===== src/rtl/s1_feature_fetcher.sv =====
// S1 feature fetcher: reads the window [win_start, win_end) from the feature buffer and streams it out.
// Define S1_FETCH_ERRCHK_EN to build the sticky window-length check that drives err.
module s1_feature_fetcher #(
  parameter int ADDR_W      = 12,
  parameter int DATA_W      = 16,
  parameter int FEATURE_NUM = 2048,
  parameter int FIFO_DEPTH  = 4
) (
  input  logic              clk,
  input  logic              rst,
  input  logic              win_valid,
  output logic              win_ready,
  input  logic [ADDR_W-1:0] win_start,
  input  logic [ADDR_W-1:0] win_end,
  output logic              rd_en,
  output logic [ADDR_W-1:0] rd_addr,
  input  logic [DATA_W-1:0] rd_data,
  output logic              out_valid,
  input  logic              out_ready,
  output logic [DATA_W-1:0] out_data,
  output logic              out_last,
  output logic              done,
  output logic [ADDR_W-1:0] next_F,
  output logic              busy,
  output logic              err
);

  localparam int PTR_W = $clog2(FIFO_DEPTH);
  localparam int CNT_W = PTR_W + 1;

  if (FIFO_DEPTH < 2 || (FIFO_DEPTH & (FIFO_DEPTH - 1)) != 0 || FEATURE_NUM < 1) begin : g_bad_param
    $error("s1_feature_fetcher: FIFO_DEPTH must be a power of two >= 2 and FEATURE_NUM positive");
  end

  typedef enum logic [1:0] {S_IDLE, S_FETCH, S_DRAIN, S_DONE} state_e;

  typedef struct packed {
    logic              last;
    logic [DATA_W-1:0] data;
  } entry_t;

  state_e            state_q, state_d;
  logic [ADDR_W-1:0] cur_q, cur_d;
  logic [ADDR_W-1:0] end_q, end_d;
  logic [ADDR_W-1:0] left_q, left_d;
  logic [ADDR_W-1:0] next_f_q, next_f_d;
  logic              inflight_q, inflight_last_q;
  entry_t            mem_q [FIFO_DEPTH];
  logic [PTR_W-1:0]  wr_ptr_q, rd_ptr_q;
  logic [CNT_W-1:0]  count_q, occupancy;
  logic [ADDR_W-1:0] win_len;
  logic              accept, credit_ok, issue, issue_last, push, pop;
  entry_t            head;

  assign win_len = win_end - win_start;
  assign accept  = win_valid && (state_q == S_IDLE);

  // Credit covers words already buffered plus the read whose data lands next cycle.
  assign occupancy  = count_q + CNT_W'(inflight_q);
  assign credit_ok  = occupancy < CNT_W'(FIFO_DEPTH);
  assign issue      = (state_q == S_FETCH) && credit_ok;
  assign issue_last = left_q == ADDR_W'(1);
  assign push       = inflight_q;
  assign head       = mem_q[rd_ptr_q];
  assign pop        = out_valid && out_ready;

  assign win_ready = state_q == S_IDLE;
  assign busy      = state_q != S_IDLE;
  assign done      = state_q == S_DONE;
  assign rd_en     = issue;
  assign rd_addr   = cur_q;
  assign out_valid = count_q != '0;
  assign out_data  = out_valid ? head.data : '0;
  assign out_last  = out_valid && head.last;
  assign next_F    = next_f_q;

  always_comb begin
    // NOTE: every signal gets a default before the case so no path leaves it unassigned (no latches).
    state_d  = state_q;
    cur_d    = cur_q;
    end_d    = end_q;
    left_d   = left_q;
    next_f_d = next_f_q;
    unique case (state_q)
      S_IDLE: begin
        if (accept) begin
          cur_d   = win_start;
          end_d   = win_end;
          left_d  = win_len;
          state_d = (win_len == '0) ? S_DONE : S_FETCH;
        end
      end
      S_FETCH: begin
        if (issue) begin
          cur_d  = cur_q + ADDR_W'(1);
          left_d = left_q - ADDR_W'(1);
          if (issue_last) state_d = S_DRAIN;
        end
      end
      S_DRAIN: begin
        if (pop && head.last) state_d = S_DONE;
      end
      S_DONE: begin
        next_f_d = end_q;
        state_d  = S_IDLE;
      end
    endcase
  end

  // NOTE: state registers use non-blocking assignments so every flop samples pre-edge values.
  always_ff @(posedge clk) begin
    if (rst) begin
      state_q         <= S_IDLE;
      cur_q           <= '0;
      end_q           <= '0;
      left_q          <= '0;
      next_f_q        <= '0;
      inflight_q      <= 1'b0;
      inflight_last_q <= 1'b0;
      wr_ptr_q        <= '0;
      rd_ptr_q        <= '0;
      count_q         <= '0;
    end else begin
      state_q         <= state_d;
      cur_q           <= cur_d;
      end_q           <= end_d;
      left_q          <= left_d;
      next_f_q        <= next_f_d;
      inflight_q      <= issue;
      inflight_last_q <= issue && issue_last;
      if (push) wr_ptr_q <= wr_ptr_q + PTR_W'(1);
      if (pop)  rd_ptr_q <= rd_ptr_q + PTR_W'(1);
      case ({push, pop})
        2'b10:   count_q <= count_q + CNT_W'(1);
        2'b01:   count_q <= count_q - CNT_W'(1);
        default: count_q <= count_q;
      endcase
    end
  end

  // NOTE: FIFO storage has no reset; the pointers and count define which entries are live.
  always_ff @(posedge clk) begin
    if (push) mem_q[wr_ptr_q] <= '{last: inflight_last_q, data: rd_data};
  end

`ifdef S1_FETCH_ERRCHK_EN
  localparam logic [ADDR_W-1:0] FEATURE_LEN = ADDR_W'(FEATURE_NUM);
  logic err_q;

  always_ff @(posedge clk) begin
    if (rst) begin
      err_q <= 1'b0;
    end else if (accept && (win_len != FEATURE_LEN)) begin
      err_q <= 1'b1;
    end
  end

  assign err = err_q;
`else
  assign err = 1'b0;
`endif

endmodule


===== config.mk =====
export PLATFORM = sky130hd
export DESIGN_NAME = s1_feature_fetcher
export DESIGN_NICKNAME = d
export VERILOG_FILES = /design/src/rtl/s1_feature_fetcher.sv
export SDC_FILE = /design/constraint.sdc
export NUM_CORES = 1
export LEC_CHECK = 0
export CORE_ASPECT_RATIO = 1.4
export CORE_UTILIZATION = 50
export CTS_CLUSTER_DIAMETER = 100
export DETAILED_ROUTE_END_ITERATION = 10
export PLACE_DENSITY_LB_ADDON = 0.08
export SLEW_MARGIN = 20
export SYNTH_ARGS = -nofsm -noshare
export SYNTH_HDL_FRONTEND = slang
export SYNTH_SLANG_ARGS = --single-unit

===== constraint.sdc =====
create_clock -name clk -period 3 [get_ports clk]
set_input_delay 0.75 -clock clk [delete_from_list [all_inputs] [get_ports clk]]
set_output_delay 0.75 -clock clk [all_outputs]
set_load 0.02 [all_outputs]

After elaboration in Yosys (flattened, before gate mapping):

Memories as Yosys holds them, arrays and structs flattened. A register that Yosys moved wholly into a read port is not among the register bits.
Cells that the tools add are included.

* bits in registers: 59
* bits in writable memories: 68
* bits of input ports: 44
* output and inout bits: 47
* logic and storage cells: 63
* memories: 1

Memory list
* mem_q: depth 4, width 17, read ports 1, clocked after memory_dff 1, wr ports 1, line 48 `entry_t mem_q [FIFO_DEPTH];`

* $add $sub $neg: 8
* order comparisons: 1
* eq/ne operators: 10
* mux-type cells: 18
* reduce and logical (&&, ||, !) cells: 15

Operator list (count)
* 12-bit two-way mux: 4
* 12-bit case mux with 2 select lines: 2
* 16-bit two-way mux: 1
* 2-bit two-way mux: 7
* 12-bit by 1-bit adder with 12-bit output, second input constant: 1
* 12-bit by 1-bit == test with 1-bit output, second input constant: 1
* 12-bit zero test: 1
* 12-bit by 1-bit subtractor with 12-bit output, second input constant: 1
* 12-bit subtractor: 1
* 2-bit case mux with 4 select lines: 1
* 2-bit == test, second input constant: 3
* 1-bit logical AND: 6
* 2-bit != test, second input constant: 3
* 3-bit case mux with 2 select lines: 1
* 2-bit nonzero test: 3
* 2-bit by 1-bit adder with 2-bit output, second input constant: 2
* 2-bit by 1-bit == test with 1-bit output, second input constant: 2
* 4-bit AND reduction: 1
* 3-bit by 1-bit adder with 3-bit output: 1
* 3-bit by 1-bit adder with 3-bit output, second input constant: 1
* 3-bit < comparator, second input constant: 1
* 3-bit AND reduction: 1
* 3-bit nonzero test: 1
* 3-bit by 1-bit subtractor with 3-bit output, second input constant: 1
* other kinds (4): 5

Longest topological paths before layout:

* depth after elaboration: 5
* gate-level depth with buffers: 11
* gate-level depth less buffers: 11

Least setup slack after synthesis:

Ideal clock, no wire load.

* kind: in2reg
* start: input win_end[0]
* end: register state_q[1]
* library setup time: 0.086 ns
* arrival: 2.517 ns
* data required time: 2.914 ns
* slack: 0.396 ns
* cell stages on the path: 11
* path buffers: 0
* cells stage by stage: inv_1 -> ha_1 -> inv_1 -> fa_1 -> a21o_1 -> a31oi_1 -> o211ai_1 -> xnor2_1 -> a21boi_0 -> nand4_1 -> a221oi_2

* word-level cells in the longest chain between the ends: 5

Ends and longest elaborated chain
* start: declaration: line 14 `input logic [ADDR_W-1:0] win_end,`
* 12-bit subtractor: line 55 `assign win_len = win_end - win_start;`
* 12-bit zero test: line 90 `state_d = (win_len == '0) ? S_DONE : S_FETCH;`
* 2-bit two-way mux: line 90
* 2-bit two-way mux: line 86 `if (accept) begin`
* 2-bit case mux with 4 select lines: line 84 `unique case (state_q)`
* end signal: assignment: line 124 `state_q <= state_d;`
* end: declaration: line 42 `state_e state_q, state_d;`

No other way between the ends. The select of a mux whose other input is x is not followed.
A chain may end at the register's enable or synchronous reset.

==> reports/qor.yml <==
outcome:
  status: "finished, final reports clean"
worst_setup_path:
  r2r_slack_ns: 0.62
  cp-end-kind: "output port"
  start_kind: "register"
  reg2reg_to: "count_q[2]"
  critical_path.max_fanout: 17
  crit_path_end: "out_data[0]"
  r2r_cells: 8
  arrival_ns: 2.17
  worstSetupPathType: "register to output port"
  worstReg2RegStart: "count_q[2]"
  worst_ep_required_time_ns: 2.25
timing:
  period_share_pct: 97.4
  fmax_ghz: 0.342
  final.setup.tns_ns: 0
  worstMarginPinSlew_ns: 0.915
  fin_hold_ws_ns: 0.455
  setup_viol: 0
  finalMaxSlewViolations: 0
  rsz0062_at_grt: "no"
  fin_crit_ns: 2.92
  hold_violations: 0
  finClkSkew_ns: 0.0103
  relSlewSlack_pct: 39.0
place:
  dp.final_hpwl_um: 10300
  place.gp.congestion: 0.916
  place_area_um2: 7430
  port_buffers: 89
grt:
  gr-usage-met3_pct: 5.19
  antenna_found_initial: 0
  top_usage_layer: "met2"
  grt_pass1_vias: 4882
  grt_max_degree: 38
  grt_use_total_pct: 25.0
  use_met1_pct: 27.9
  grt_overflow: 0
  grt_pass1_wl_um: 24100
  met2_usage_pct: 44.8
synth:
  ys_ff_latch: 129
  yosys-top-cells-count: "edfxtp_1 (68), nand2_1 (62), dfxtp_1 (61), nor2_1 (44), a21oi_1 (36)"
  syn-num-nets: 633
  synthCells: 564
  syn_area_um2: 6160
  synth_top_area_cell: "edfxtp_1"
  synthArstFlopShare_pct: 0
  synth_edf_count: 68
  synth_area_leaders: "edfxtp_1 (33%), dfxtp_1 (20%), mux4_2 (6.2%)"
  avgSynthCellArea_um2: 10.9
  yosysUniqueCellTypes: 58
  ys.flop_type: "edfxtp_1"
  synth_most_common_cell: "edfxtp_1"
  synth_top_cell_area_share_pct: 33.2
  seq_area_frac_synth_pct: 53.0
  synthesis.yosys.warnings: 0
drt:
  drt-initial-drc-count: 209
  vias: 4711
  avgViaCountPerCell: 5.60
  drt_first_pass_iters: 4
  wirelength_um: 14700
  drc_errors: 0
  ant_nets: 0
  wl_per_cell_um: 17.5
clock_network:
  cts-buffers-inserted: 17
  cts_tree: "built"
  cts_root_buf: "clkbuf_16"
  cts_sinks: 129
  cts_setup_buffers: 0
  cts.reportedPaths.clkPinSlew_ns: 0.06
  clk_latency_ns: 0.41
  clk_path_buf_depth: 2
  cts_max_level: 4
  cts_hold_buf: 0
  cts_resized: 0
job:
  max_cap_viol_count: 0
pwr:
  power.density_nw_per_um2: 859
  max-vdd-ir-drop_v: 0.000430
  p_leak_nw: 3.18
final_layout:
  nets: 750
  layout-drive-gt1-share_pct: 15.3
  fin_area_um2: 8100
  n_antenna_cell: 0
  syn_to_final_growth_pct: 31.6
die:
  die-area_um2: 12800
  start_util_pct: 51.6
  rows: 47
  io_pins: 91
  fp.coreArea_um2: 11900
  die_h_um: 133
  die_width_um: 95.8
min_path:
  hold_class: "register to register"
==> how the worst min path moves through the flow <==
stage,start,endpoint,slack [ns],cells after the start
after floorplan,end_q[0],end_q[0],0.44,2
after global placement,end_q[7],end_q[7],0.45,2
after detailed placement,end_q[11],end_q[11],0.45,2
after CTS,end_q[11],end_q[11],0.46,2
after global routing,end_q[7],end_q[7],0.48,2
final,end_q[11],end_q[11],0.45,2
==> per-stage QoR <==
step / utilization (%) / std cells / power (mW) / worst slack, ns
after floorplan: - / 564 / 3.93 / 0.396
after global placement: 62.2 / 809 / 4.82 / -0.199
after detailed placement: 62.2 / 809 / 4.88 / -0.278
after CTS: 67.3 / 841 / 7.00 / 0.00149
after global routing: 67.9 / 841 / 7.37 / 0.00308
final: 67.9 / 841 / 6.96 / 0.0786
==> sequential cells by signal, indices dropped and copies added (netlist names), named ones only <==
signal,cells
inflight_last_q,1
count_q,3
rd_ptr_q,2
rd_addr,12
state_q,2
mem_q,68
end_q,12
wr_ptr_q,2
next_F,12
left_q,12
inflight_q,1
==> critical path: stages (launching register included) <==
cell	delay, ns
dfxtp_1	0.35
buf_12	0.19
mux4_2	0.51
and2_1	0.17
clkdlybuf4s50_1	0.53
==> area by class of cell <==
cell class	instances	area, µm²
fill	940	3830
sequential	129	3260
multi-input combinational	379	2690
timing repair buffer	129	1260
clock buffer	18	429
tap	147	184
clock inverter	14	179
inverter	25	93.8
==> cells by family (layout without fill, tap and decap cells) <==
kind of cell    count (synthesis)  count (layout)  share of synthesized area (%)
buf+inv                        56             186                           3.72
fa+ha+maj                      25              25                           5.33
xor+xnor                       17              17                           2.42
mux                            32              32                           8.66
compound gates                116             116                           12.0
other cells                     1               1                         0.0609
simple gates                  188             188                           14.8
flops                         129             129                           53.0
==> per-layer routing <==
| metal | vias up | wire [µm] |
|---|---|---|
| met1 | 2269 | 5740 |
| li1 | 2296 | - |
| met3 | 27 | 491 |
| met5 | - | 0 |
| met2 | 119 | 7950 |
| met4 | 0 | 509 |
==> cell usage in the layout (no fill, tap or decap), types with 5 or more instances in the layout <==
cell	Yosys	routed
nand2_1	62	62
clkdlybuf4s50_1	0	72
a211oi_1	9	9
clkbuf_16	0	17
nand4_1	8	8
buf_4	1	37
nand3_1	7	7
o21ai_0	24	24
dlymetal6s2s_1	0	16
a21oi_1	36	36
or3_1	6	5
a22oi_1	9	9
inv_1	24	24
nor2_1	44	44
edfxtp_1	68	68
a31oi_1	6	5
and2_1	24	24
nor3_1	10	10
xnor2_1	11	11
mux2i_1	15	15
ha_1	23	23
xor2_1	6	5
o22ai_1	8	8
mux4_2	17	17
dfxtp_1	61	60
==> where the power goes <==
part           internal, mW  leakage (nW)  total, mW  switching, mW
clock                  1.32         0.289       2.12          0.801
combinational          1.13          1.78       2.51           1.38
sequential             2.11          1.11       2.33          0.221
Power figures use the tool's default switching activity.
